$ cat config.mk
export PLATFORM = sky130hd
export DESIGN_NAME = wb_stage_skid_reg
export DESIGN_NICKNAME = d
export VERILOG_FILES = /design/src/rtl/pipe_pkg.sv /design/src/rtl/pipe_entry_reg.sv /design/src/rtl/wb_stage_skid_reg.sv
export SDC_FILE = /design/constraint.sdc
export NUM_CORES = 1
export LEC_CHECK = 0
export BUFFER_PORTS_ARGS = -buffer_cell sky130_fd_sc_hd__buf_2
export CELL_PAD_IN_SITES_DETAIL_PLACEMENT = 0
export CELL_PAD_IN_SITES_GLOBAL_PLACEMENT = 1
export CORE_AREA = 5 5 101 112
export DETAILED_ROUTE_END_ITERATION = 7
export DIE_AREA = 0 0 106 117
export PLACE_DENSITY = 0.81
export SLEW_MARGIN = 15
export SYNTH_ARGS = -nofsm -noshare
export SYNTH_HDL_FRONTEND = slang
export SYNTH_SLANG_ARGS = --single-unit
$ cat constraint.sdc
create_clock -name clk -period 2.1 [get_ports clk]
set_clock_uncertainty 0.05 [all_clocks]
set_input_delay 0.42 -clock clk [delete_from_list [all_inputs] [get_ports clk]]
set_output_delay 0.42 -clock clk [all_outputs]
set_load 0.01 [all_outputs]
$ cat src/rtl/pipe_pkg.sv
// Shared definitions for the write-back pipeline stage: state encoding,
// default widths and the packed entry width.
package pipe_pkg;

    typedef enum logic [1:0] {
        ST_EMPTY = 2'd0,
        ST_ONE   = 2'd1,
        ST_FULL  = 2'd2
    } pipe_state_e;

    localparam int WB_DATA_W  = 32;
    localparam int WB_RD_W    = 5;
    localparam int WB_ENTRY_W = WB_DATA_W + WB_RD_W + 1;

    // Occupancy is a pure function of the state encoding.
    function automatic logic [1:0] state_occupancy(input pipe_state_e s);
        case (s)
            ST_ONE:  state_occupancy = 2'd1;
            ST_FULL: state_occupancy = 2'd2;
            default: state_occupancy = 2'd0;
        endcase
    endfunction

endpackage

$ cat src/rtl/pipe_entry_reg.sv
// One payload register of the write-back stage: load enable plus
// asynchronous active-low clear.
module pipe_entry_reg
    import pipe_pkg::*;
#(
    parameter int W = WB_ENTRY_W
) (
    input  logic         clk,
    input  logic         reset,
    input  logic         load,
    input  logic [W-1:0] d,
    output logic [W-1:0] q
);

    logic [W-1:0] q_reg;

    always_ff @(posedge clk or negedge reset) begin
        if (!reset) begin
            q_reg <= '0;
        end else if (load) begin
            q_reg <= d;
        end
    end

    assign q = q_reg;

endmodule

$ cat src/rtl/wb_stage_skid_reg.sv
// MEM->WB pipeline register with a two-entry skid buffer, synchronous flush
// and optional suppression of write-backs aimed at register 0.
module wb_stage_skid_reg
    import pipe_pkg::*;
#(
    parameter int DATA_W         = WB_DATA_W,
    parameter int RD_W           = WB_RD_W,
    parameter int ZERO_REG_GUARD = 1
) (
    input  logic              clk,
    input  logic              reset,
    input  logic              in_valid,
    output logic              in_ready,
    input  logic [DATA_W-1:0] in_data,
    input  logic [RD_W-1:0]   in_rd,
    input  logic              in_regwrite,
    input  logic              flush,
    output logic              out_valid,
    input  logic              out_ready,
    output logic [DATA_W-1:0] out_data,
    output logic [RD_W-1:0]   out_rd,
    output logic              out_regwrite,
    output logic [1:0]        occupancy
);

    localparam int ENTRY_W = DATA_W + RD_W + 1;
    localparam int HEAD    = 0;
    localparam int SKID    = 1;

    pipe_state_e  state_reg;
    pipe_state_e  state_next;
    logic         in_ready_reg;
    logic         out_valid_reg;
    logic [1:0]   occupancy_reg;

    logic               in_xfer;
    logic               out_xfer;
    logic               regwrite_guarded;
    logic [ENTRY_W-1:0] in_entry;
    logic [1:0]         entry_load;
    logic [ENTRY_W-1:0] entry_d [2];
    logic [ENTRY_W-1:0] entry_q [2];

    assign in_xfer  = in_valid & in_ready_reg;
    assign out_xfer = out_valid_reg & out_ready;

    // The guard is applied at capture so the stored entry is already clean.
    generate
        if (ZERO_REG_GUARD != 0) begin : g_zero_guard
            assign regwrite_guarded = in_regwrite & (in_rd != '0);
        end else begin : g_no_guard
            assign regwrite_guarded = in_regwrite;
        end
    endgenerate

    assign in_entry = {in_data, in_rd, regwrite_guarded};

    always_comb begin
        state_next = state_reg;
        if (flush) begin
            state_next = ST_EMPTY;
        end else begin
            case (state_reg)
                ST_EMPTY: if (in_xfer) state_next = ST_ONE;
                ST_ONE: begin
                    if (in_xfer && !out_xfer) begin
                        state_next = ST_FULL;
                    end else if (!in_xfer && out_xfer) begin
                        state_next = ST_EMPTY;
                    end
                end
                ST_FULL:  if (out_xfer) state_next = ST_ONE;
                default:  state_next = ST_EMPTY;
            endcase
        end
    end

    // Flush suppresses all loads; stale payload is harmless since out_valid drops.
    always_comb begin
        entry_load    = '0;
        entry_d[HEAD] = in_entry;
        entry_d[SKID] = in_entry;
        if (!flush) begin
            case (state_reg)
                ST_EMPTY: entry_load[HEAD] = in_xfer;
                ST_ONE: begin
                    entry_load[HEAD] = in_xfer & out_xfer;
                    entry_load[SKID] = in_xfer & ~out_xfer;
                end
                ST_FULL: begin
                    entry_load[HEAD] = out_xfer;
                    entry_d[HEAD]    = entry_q[SKID];
                end
                default: entry_load = '0;
            endcase
        end
    end

    generate
        for (genvar gi = 0; gi < 2; gi++) begin : g_entry
            pipe_entry_reg #(
                .W(ENTRY_W)
            ) u_entry (
                .clk  (clk),
                .reset(reset),
                .load (entry_load[gi]),
                .d    (entry_d[gi]),
                .q    (entry_q[gi])
            );
        end
    endgenerate

    // Handshake outputs are registered from the next state so in_ready never
    // depends combinationally on out_ready.
    always_ff @(posedge clk or negedge reset) begin
        if (!reset) begin
            state_reg     <= ST_EMPTY;
            in_ready_reg  <= 1'b1;
            out_valid_reg <= 1'b0;
            occupancy_reg <= 2'd0;
        end else begin
            state_reg     <= state_next;
            in_ready_reg  <= (state_next != ST_FULL);
            out_valid_reg <= (state_next != ST_EMPTY);
            occupancy_reg <= state_occupancy(state_next);
        end
    end

    assign in_ready     = in_ready_reg;
    assign out_valid    = out_valid_reg;
    assign occupancy    = occupancy_reg;
    assign out_data     = entry_q[HEAD][ENTRY_W-1 -: DATA_W];
    assign out_rd       = entry_q[HEAD][RD_W:1];
    assign out_regwrite = out_valid_reg & entry_q[HEAD][0];

endmodule

# Word level (Yosys, flattened, before mapping)
# Index checks and enable logic that the tools add are counted.
[op_classes]
eq_ne = 5
mux = 12
n_bitwise = 7
reduce_logical = 7
[ops]
columns = ["operator", "n"]
rows = [
  ["2-to-1 mux 38 bit", 2],
  ["2-to-1 mux 2 bit", 6],
  ["bitwise AND 1 bit", 6],
  ["case mux 2 bit (3 select lines)", 1],
  ["nonzero test 5 bit", 1],
  ["equality test 2 x 1 -> 1 bit, second input constant", 2],
  ["equality test 2 bit, second input constant", 2],
  ["case mux 2 bit (2 select lines)", 1],
  ["case mux 1 bit (3 select lines)", 1],
  ["logical AND 1 bit", 2],
  ["logical NOT 1 bit", 2],
  ["logical NOT 2 bit", 1],
  ["inequality test 2 bit, second input constant", 1],
  ["nonzero test 2 bit", 1],
  ["2-to-1 mux 1 bit", 1],
  ["inverter 1 bit", 1],
]
[word_totals]
register_bits = 82
word_cells = 37
input_bits = 43

# Logic depth before layout (Yosys ltp)
# Gate-level depths: netlist of run 1.
[logic_depth]
ltp_word = 9
depth_mapped = 6
depth_no_buf = 4

# By module
# Synthesis of run 1 repeated with hierarchy kept, for this count alone.
[hier_totals]
cells_unflattened = 232
hier_area_um2 = 3769.9
[by_module_without_submodules]
columns = ["module", "area_each_um2", "instances", "cells_per_inst"]
rows = [
  ["pipe_entry_reg", 1492.7, 2, 80],
  ["wb_stage_skid_reg", 784.5, 1, 72],
]

# Worst setup path before layout of run 1
# No wires, ideal clock.
[synth_timing]
path_kind = "flip-flop to flip-flop"
from = "register state_reg[0]"
to = "register g_entry[0].u_entry.q_reg[25]"
setup_slack_ps = 308
period_less_slack_ps = 1792
arrival_ps = 1617
setup_ps = 125
n_path_buf = 2
stages_incl_launch_ff = 7
required_time_ps = 1925
cell_sequence = "dfrtp_1 -> nand2b_2 -> nor2_1 -> buf_6 -> buf_6 -> mux2_1 -> mux2_4"
[synth_between]
elab_chain_cells = 3
word_cells_on_any_way = 7
classes_between = "eq/ne (2); mux (4); reduce/logical (1)"
[synth_lines]
columns = ["element", "line_no", "rtl"]
rows = [
  ["start: declaration", "wb_stage_skid_reg.sv:30", "pipe_state_e state_reg;"],
  ["start signal: assignment", "wb_stage_skid_reg.sv:122", "state_reg <= state_next;"],
  ["equality test 2 bit, or another cell as far along", "wb_stage_skid_reg.sv:84", "case (state_reg)"],
  ["case mux 1 bit (3 select lines) / 2-to-1 mux 38 bit (equally long branches)", "wb_stage_skid_reg.sv:84", ""],
  ["2-to-1 mux 2 bit / 2-to-1 mux 38 bit (equally long branches)", "wb_stage_skid_reg.sv:83", "if (!flush) begin"],
  ["end signal: assignment", "pipe_entry_reg.sv:19", "q_reg <= '0;"],
  ["end signal: assignment", "pipe_entry_reg.sv:21", "q_reg <= d;"],
  ["end: declaration", "pipe_entry_reg.sv:15", "logic [W-1:0] q_reg;"],
]
# Several ways; a longest one is shown, not always the timed one.
# A chain may end at the register's enable or synchronous reset.

# Final worst setup path of run 1
[layout_timing]
from = "register state_reg[1]"
to = "register g_entry[0].u_entry.q_reg[19]"
# Same word-level chain as after synthesis.

==> run metrics, run 1 <==
status=complete, no violations; P_leak=~2.2 nW; Tightest Pin Transition=approximately 0.33 ns; top cells by area, synth=dfrtp_1, mux2_2, mux2_1; area delta synth->final=17.46%; Final Setup Violations=0; number of warnings issued by yosys=0; vias=2149; Initial DRC Count=66; HPWL Detailed=5107 um; RSZ-0062 raised after global routing=no; Worst Hold Launch=in_data[0]; Distinct cells, synth=25; max-cap violations=0; chip height=about 120 um; cell area after synthesis=between 3000 and 4000 sq um; synthesis-stage register bit count=between 80 and 90; Placed Cells=438; Die X-Extent=106 um; multiplexer area fraction after synthesis=about 34%; Hold Path Class=input port to flip-flop; CTS Buffer Depth=2; Final Hold Viols=0; Worst path max stage delay=0.43 ns; Worst Setup SP=state_reg[1]; clock sink count=82; Rows=39; All-Layer GR Usage=between 10% and 20%; critical path type=flip-flop to flip-flop; syn_nets=313; htree depth=3; fmax=roughly 540 MHz; main combinational cell family by area after synthesis=multiplexers; placed cell areas=~4300 sq um; max reg flops=76; first-pass GRT wire length=around 12000 um; register area share after synthesis=52.29%; GR Overflow Total=0; Max transition margin=about four fifths; critical path startpoint category=flip-flop; share of post-route cells with drive strength above 1=between 50% and 60%; Starting Density=between 30% and 40%; Synth Area in Simple Gates=between 1.5 and 2%; final slew viol count=0; CTS tree=done; routability cong.=0.7470; R2R Path Start=state_reg[1]; total core area=10150 sq um; detailed-route wire length per cell=between 15 and 20 um; number of global-route vias before repair=roughly 2400; adder-cell share of the synthesized area=0%; die area=12400 sq um; Final ANT Viol Nets=0; drt first pass iters=4; most used cell, CP=buf_12; Yosys top cell area share=between 50 and 60%; Compound-Gate Fraction of Synth Area=1.912%; crit end category=flip-flop; CP Cell Sequence=nand2b_2 -> nor2_4 -> buf_12 -> o21ai_4 -> buf_12 -> mux2_2; fin area=about 4600 sq um; vias per std cell=4.723; ANT cells=0; post-synth top area cell=dfrtp_1; Port-buffer cells=84; setup_tns=0 ns; CP Buf/Inv Count=2; minimum hold slack=0.2682 ns; Tcrit/Tclk final=roughly 88%; Worst Path Required=roughly 2.3 ns; I/O Pins=85; Synth Instances=270; NumNets Final=between 300 and 400; Arrival @ worst endpoint=about 2 ns; syn_area_per_cell=14.54 sq um; fin cells=~460; utilization after layout=approximately 45%; PD cells=roughly 1300 nW/um^2; pin count of the biggest net entering global routing=45; Skew-Pair Late Insertion Delay=about 0.33 ns; fin crit period=roughly 1.8 ns; Reg clk slew, reported paths=about 0.06 ns; crit-path leading delay family=flip-flops; CP max-delay cell=dfrtp_1; CTS root buf=clkbuf_16; Filler cells=around 960; Worst Path Max Fanout=30; xor-xnor portion of the synthesized cell area=0.2231%; Routed WL=between 7000 and 8000 um; CTS Buf Count=9; Post-route DRC=0; worst ir drop on vdd=480.8 uV; internal reg-to-reg setup slack=approximately 0.25 ns; antenna violations before repair=0; # Post-CTS Setup Buffers=0
path summary, 6_finish.rpt:
path,endpoint,cells after the start
min,g_entry[1].u_entry.q[6],2
min reg2reg,g_entry[1].u_entry.q[3],1
min in group asynchronous,g_entry[0].u_entry.q[3],2
max reg2reg,g_entry[0].u_entry.q[19],6
max,g_entry[0].u_entry.q[19],6
max in group asynchronous,g_entry[1].u_entry.q[20],3
layout by cell type, fill, tap and decap left out, drive strengths merged:
master,count
a21o,1
dfrtp,81
o21ai,3
mux2i,1
nand2,4
inv,1
mux2,112
dlygate4sd3,1
o21a,1
nor2,4
o22a,1
bufinv,2
a21oi,4
and2,1
dfstp,1
buf,94
or4,1
and4bb,1
a21boi,1
o41ai,1
xor2,1
clkbuf,14
nand2b,1
cells in the mapped netlist:
cell,count
inv_1,1
o21ai_1,1
mux2_2,49
xor2_1,1
dfrtp_1,81
buf_4,39
nand2_1,4
buf_2,5
o22a_1,1
a21boi_1,1
or4_1,1
buf_6,5
o21ai_0,2
mux2_1,43
mux2_4,20
nand2b_2,1
and4bb_1,1
dfstp_2,1
a21oi_1,4
nor2_1,4
o41ai_1,1
and2_1,1
o21a_1,1
mux2i_1,1
a21o_1,1
per-layer routing:
| layer | share of wire (%) | routed length (um) | GRT usage (%) | up-vias |
|---|---|---|---|---|
| li1 | - | - | - | 1024 |
| met1 | 45 | 3160 | 16.09 | 1061 |
| met2 | 48 | 3404 | 20.28 | 54 |
| met3 | 5.2 | 366 | 3.127 | 10 |
| met4 | 1.6 | 115 | 5.699 | 0 |
| met5 | 0 | 0 | 0 | - |
metrics by stage:
step / worst slack (ns) / power (W)
finish: 0.2547 / 0.005971
global route: 0.1623 / 0.006383
CTS: 0.2448 / 0.006076
detailed placement: 0.2114 / 0.004381
global placement: 0.2721 / 0.004294
floorplan: 0.3080 / 0.004180
layout make-up:
class                           instances  area (sq um)  area share (%)
Sequential cell                        82          2053           44.52
Multi-Input combinational cell        138          1516           32.88
Timing Repair Buffer                   95         570.5           12.37
Clock buffer                           14         254.0           5.507
Tap cell                              123         153.9           3.337
Clock inverter                          2         60.06           1.302
Inverter                                1         3.754         0.08139
cell families (layout without fill, tap and decap cells):
| group | after synthesis | count (layout) |
|---|---|---|
| compound gates | 12 | 12 |
| xor+xnor | 1 | 1 |
| mux | 113 | 113 |
| buf+inv | 50 | 112 |
| simple gates | 12 | 12 |
| flops | 82 | 82 |
repair_timing:
item / CTS / global route
gates resized for setup: 0 / 0
hold endpoints to repair: 16 / 0
hold buffers: 1 / 0
report_power, final:
| part | internal (W) | switching (W) |
|---|---|---|
| registers | 0.00233 | 0.000367 |
| clock network | 0.00108 | 0.000579 |
| logic | 0.000971 | 0.000645 |
(Power assumes the default switching activity.)
==> run 2: changes to the inputs <==
--- a/config.mk
+++ b/config.mk
@@ -10,6 +10,6 @@
 export CELL_PAD_IN_SITES_GLOBAL_PLACEMENT = 1
-export CORE_AREA = 5 5 101 112
+export CORE_AREA = 5 5 97 108
 export DETAILED_ROUTE_END_ITERATION = 7
-export DIE_AREA = 0 0 106 117
-export PLACE_DENSITY = 0.81
+export DIE_AREA = 0 0 102 113
+export PLACE_DENSITY = 0.86
 export SLEW_MARGIN = 15
==> constraint.sdc (replaced) <==
create_clock -name clk -period 2.1 [get_ports clk]
set_clock_uncertainty 0.05 [all_clocks]
set_input_delay 0.105 -clock clk [delete_from_list [all_inputs] [get_ports clk]]
set_output_delay 0.105 -clock clk [all_outputs]
set_load 0.01 [all_outputs]
==> run metrics, run 2 (synthesized netlist as in run 1, its figures left out) <==
die area=11530 sq um (-7.1%); share of post-route cells with drive strength above 1=49.18% (-5.0 points); All-Layer GR Usage=13.19% (+0.63 points); Arrival @ worst endpoint=2.17 ns (+0.17 ns); setup_tns=0 ns (unchanged); fmax=501.6 MHz (-7.4%); RSZ-0062 raised after global routing=no; worst ir drop on vdd=488.4 uV (+1.6%); Port-buffer cells=84 (unchanged); vias=2282 (+6.2%); CP Buf/Inv Count=3 (+1); utilization after layout=52.90% (+7.5 points); routability cong.=0.7197 (-3.7%); fin crit period=1.994 ns (+0.1483 ns); CP Cell Sequence=dlygate4sd3_1 -> buf_2 -> and4bb_1 -> o21ai_4 -> buf_12 -> mux2_2; critical path startpoint category=input port; highest-count cells in the layout ignoring fill and taps=buf_2, dfrtp_1, mux2_2; CTS tree=done; Worst path max stage delay=0.54 ns (+0.11 ns); P_leak=2.311 nW (+5.1%); I/O Pins=85 (unchanged); fin worst setup slack=0.1065 ns (-0.1483 ns); Initial DRC Count=34 (-48%); first-pass GRT wire length=11890 um (-1.7%); Reg clk slew, reported paths=0.08 ns (+0.02 ns); HPWL Detailed=5019 um (-1.7%); Hold Path Class=input port to flip-flop; GR Overflow Total=0 (unchanged); Worst Path Required=2.28 ns (+0.02 ns); max-cap violations=0 (unchanged); Final ANT Viol Nets=0 (unchanged); CTS resizes=0 (unchanged); chip height=113 um (-3.4%); Die X-Extent=102 um (-3.8%); CTS Buffer Depth=2 (unchanged); Max transition margin=63.41% (-15 points); detailed-route wire length per cell=14.92 um (-3.7%); Place WS=0.1262 ns (-0.08528 ns); PD cells=1157 nW/um^2 (-11%); area delta synth->final=24.12%; Starting Density=42.62% (+3.9 points); crit end category=flip-flop; critical path type=input port to flip-flop; number of global-route vias before repair=2468 (+3.8%); Worst Path Max Fanout=15 (-50%); vias per std cell=4.705 (-0.38%); commonest non-fill, non-tap cell in the layout=buf_2; CP max-delay cell=dlygate4sd3_1; Rows=37 (-5.1%); CTS root buf=clkbuf_8; clock sink count=82 (unchanged); ANT cells=0 (unchanged); antenna violations before repair=0 (unchanged); # Post-CTS Setup Buffers=0 (unchanged); htree depth=3 (unchanged); Tightest Pin Transition=0.5467 ns (+0.2186 ns); Tcrit/Tclk final=94.93% (+7.1 points); Skew-Pair Late Insertion Delay=0.35 ns (+0.02 ns); total core area=9213 sq um (-9.2%); status=complete, no violations; Routed WL=7236 um (+2.7%); crit-path leading delay family=buffers and inverters; drt first pass iters=3 (-1); CTS Buf Count=9 (unchanged); Final Setup Violations=0 (unchanged); Post-route DRC=0 (unchanged); max reg flops=76 (unchanged); pin count of the biggest net entering global routing=44 (-2.2%); final slew viol count=0 (unchanged); Final Hold Viols=0 (unchanged); NumNets Final=406 (+9.7%)
==> run 2: cell count changes in the layout (fill, tap and decap cells not counted), sizes merged <==
| cell | change |
|---|---|
| clkbuf | -4 |
| buf | -3 |
| dlygate4sd3 | +39 |
| clkinvlp | +1 |
| clkinv | +3 |
==> run 2: cell type report <==
cell class                      instances  area, sq um
Clock buffer                           10        137.6
Clock inverter                          6        90.09
Fill cell                             793         4339
Inverter                                1        3.754
Multi-Input combinational cell        138         1516
Sequential cell                        82         2053
Tap cell                              117        146.4
Timing Repair Buffer                  131        925.9
==> run 2: path summary, 6_finish.rpt <==
kind / from / to / slack [ns] / cells after the start
max: flush / g_entry[0].u_entry.q[12] / 0.11 / 6
min: in_regwrite / g_entry[1].u_entry.q[0] / 0.06 / 3
max reg2reg: state_reg[0] / g_entry[0].u_entry.q[31] / 0.15 / 5
min reg2reg: g_entry[0].u_entry.q[20] / g_entry[0].u_entry.q[20] / 0.44 / 1
max in group asynchronous: reset / in_ready / 1.12 / 3
min in group asynchronous: reset / g_entry[0].u_entry.q[2] / 0.21 / 2
==> run 2: stage by stage <==
step	hold WS, ns	cell area, sq um	power [W]	std cells
after floorplan	-0.2406	3926	0.004180	270
after global placement	0.06710	4245	0.004285	429
after detailed placement	0.06926	4245	0.004376	429
after CTS	0.05180	4873	0.005735	485
after global routing	0.06591	4873	0.006014	485
final	0.06394	4873	0.005637	485
==> run 2: what timing repair did <==
item	in CTS	in global routing
hold buffers	40	0
endpoints found under the hold margin	82	0
setup endpoints to repair	0	0
==> run 2: routing by layer <==
layer,GRT usage (%),part of all wire (%),up-vias
met5,0,0,-
met4,5.512,1.7,0
met3,3.021,5.2,11
met2,22.32,50,52
met1,15.98,43,1125
li1,-,-,1094
==> run 2: where the power goes <==
part           internal, W  total [W]  switching [W]
Sequential         0.00233    0.00269       0.000363
Clock             0.000704    0.00127       0.000570
Combinational      0.00101    0.00167       0.000660
Total              0.00404    0.00564        0.00159
==> run 2: worst reg2reg max path, stage by stage (launching register included) <==
cell	delay, ns
dfrtp_1	0.41
nand2b_2	0.25
nor2_4	0.16
buf_4	0.33
mux2_1	0.37
mux2_4	0.27
==> run 3: changes to the inputs <==
MAX_ROUTING_LAYER = met4   (was not set)
==> run metrics, run 3 (synthesized netlist as in run 1, its figures left out) <==
Clock power frac=22.6% (about the same); Port-buffer cells=84 (unchanged); combinational share of power=29.7% (about the same); drt first pass iters=2 (-1); chip height=113 um (unchanged); P_leak=2.311 nW (unchanged); critical path type=input port to flip-flop; Starting Density=42.62% (unchanged); highest-count cells in the layout ignoring fill and taps=buf_2, dfrtp_1, mux2_2; cell internal pwr=0.004044 W (about the same); # Post-CTS Setup Buffers=0 (unchanged); CTS Buffer Depth=2 (unchanged); crit end category=flip-flop; setup_tns=0 ns (unchanged); Skew-Pair Late Insertion Delay=0.35 ns (about the same); vias per std cell=4.703 (about the same); fin area=4873 sq um (unchanged); Final Hold Viols=0 (unchanged); die area=11530 sq um (unchanged); commonest non-fill, non-tap cell in the layout=buf_2; I/O Pins=85 (unchanged); antenna violations before repair=0 (unchanged); Routed WL=7245 um (+0.12%); max-cap violations=0 (unchanged); Final ANT Viol Nets=0 (unchanged); HPWL Detailed=5019 um (unchanged); Tcrit/Tclk final=94.70% (-0.23 points); Max transition margin=63.82% (+0.40 points); Worst Path Required=2.28 ns (about the same); pin count of the biggest net entering global routing=44 (unchanged); Tightest Pin Transition=0.5407 ns (-0.006040 ns); RSZ-0062 raised after global routing=no; number of global-route vias before repair=2468 (unchanged); worst ir drop on vdd=486.5 uV (-0.38%); htree depth=3 (unchanged); Reg clk slew, reported paths=0.08 ns (about the same); placed cell areas=4245 sq um (unchanged); Arrival @ worst endpoint=2.17 ns (about the same); fmax=502.8 MHz (+0.24%); Rows=37 (unchanged); switching power=0.001593 W (about the same); PD cells=1157 nW/um^2 (about the same); area delta synth->final=24.12% (unchanged); routability cong.=0.7281 (+1.2%); detailed-route wire length per cell=14.94 um (+0.12%); fin crit period=1.989 ns (-0.004762 ns); critical path startpoint category=input port; Worst Path Max Fanout=15 (unchanged); GR Overflow Total=0 (unchanged); Hold Path Class=input port to flip-flop; NumNets Final=406 (unchanged); share of post-route cells with drive strength above 1=49.18% (unchanged); clock sink count=82 (unchanged); Die X-Extent=102 um (unchanged); vias=2281 (-0.044%); CTS tree=done; status=complete, no violations; final slew viol count=0 (unchanged); max reg flops=76 (unchanged); internal reg-to-reg setup slack=0.15 ns (about the same); All-Layer GR Usage=13.53% (+0.34 points); CTS Buf Count=9 (unchanged); total core area=9213 sq um (unchanged); sequential power share=47.7% (about the same); CTS root buf=clkbuf_8; first-pass GRT wire length=11880 um (about the same); Initial DRC Count=36 (+5.9%); utilization after layout=52.90% (unchanged); Final Setup Violations=0 (unchanged); Post-route DRC=0 (unchanged); ANT cells=0 (unchanged); sw frac=28.26% (about the same)
## run 3: area by class of cell
type,instances,area (sq um)
Clock inverter,6,90.09
Inverter,1,3.754
Clock buffer,10,137.6
Tap cell,117,146.4
Sequential cell,82,2053
Timing Repair Buffer,131,925.9
Fill cell,793,4339
Multi-Input combinational cell,138,1516
## run 3: per-stage QoR
stage / hold slack (ns) / total power (W) / setup WS [ns] / cells
floorplan: -0.2406 / 0.004180 / 0.3080 / 270
global placement: 0.06710 / 0.004285 / 0.1735 / 429
detailed placement: 0.06926 / 0.004376 / 0.1262 / 429
CTS: 0.05180 / 0.005735 / 0.1021 / 485
global route: 0.06782 / 0.006012 / 0.002598 / 485
finish: 0.06319 / 0.005637 / 0.1112 / 485
## run 3: timing repair
| action | CTS | global route |
|---|---|---|
| hold buffers | 40 | 0 |
| setup endpoints to repair | 0 | 0 |
| gates resized for setup | 0 | 0 |
| endpoints found under the hold margin | 82 | 0 |
## run 3: power groups by stage
stage / Clock, W / Combinational (W) / Sequential, W
CTS: 0.00133 / 0.00171 / 0.00270
global route: 0.00139 / 0.00183 / 0.00278
global placement: 0 / 0.00160 / 0.00268
finish: 0.00128 / 0.00167 / 0.00269
detailed placement: 0 / 0.00165 / 0.00273
floorplan: 0 / 0.00156 / 0.00262
## run 3: final timing paths
check | startpoint | to | cells past startpoint
max | flush | g_entry[0].u_entry.q[12] | 6
min | in_regwrite | g_entry[1].u_entry.q[0] | 3
max reg2reg | state_reg[0] | g_entry[0].u_entry.q[31] | 5
min reg2reg | g_entry[0].u_entry.q[20] | g_entry[0].u_entry.q[20] | 1
max in group asynchronous | reset | in_ready | 3
min in group asynchronous | reset | g_entry[0].u_entry.q[2] | 2
## run 3: critical path, cell delays in order
cell and delay (ns):
dlygate4sd3_1 0.54, buf_2 0.19, and4bb_1 0.29, o21ai_4 0.46
buf_12 0.23, mux2_2 0.34
## run 3: routing by layer
| metal | vias to the layer above | part of all wire, % | track usage, % |
|---|---|---|---|
| met1 | 1125 | 43 | 16.22 |
| met4 | 0 | 1.3 | 5.249 |
| li1 | 1092 | - | - |
| met2 | 54 | 51 | 22.28 |
| met5 | - | 0 | - |
| met3 | 10 | 4.9 | 2.713 |
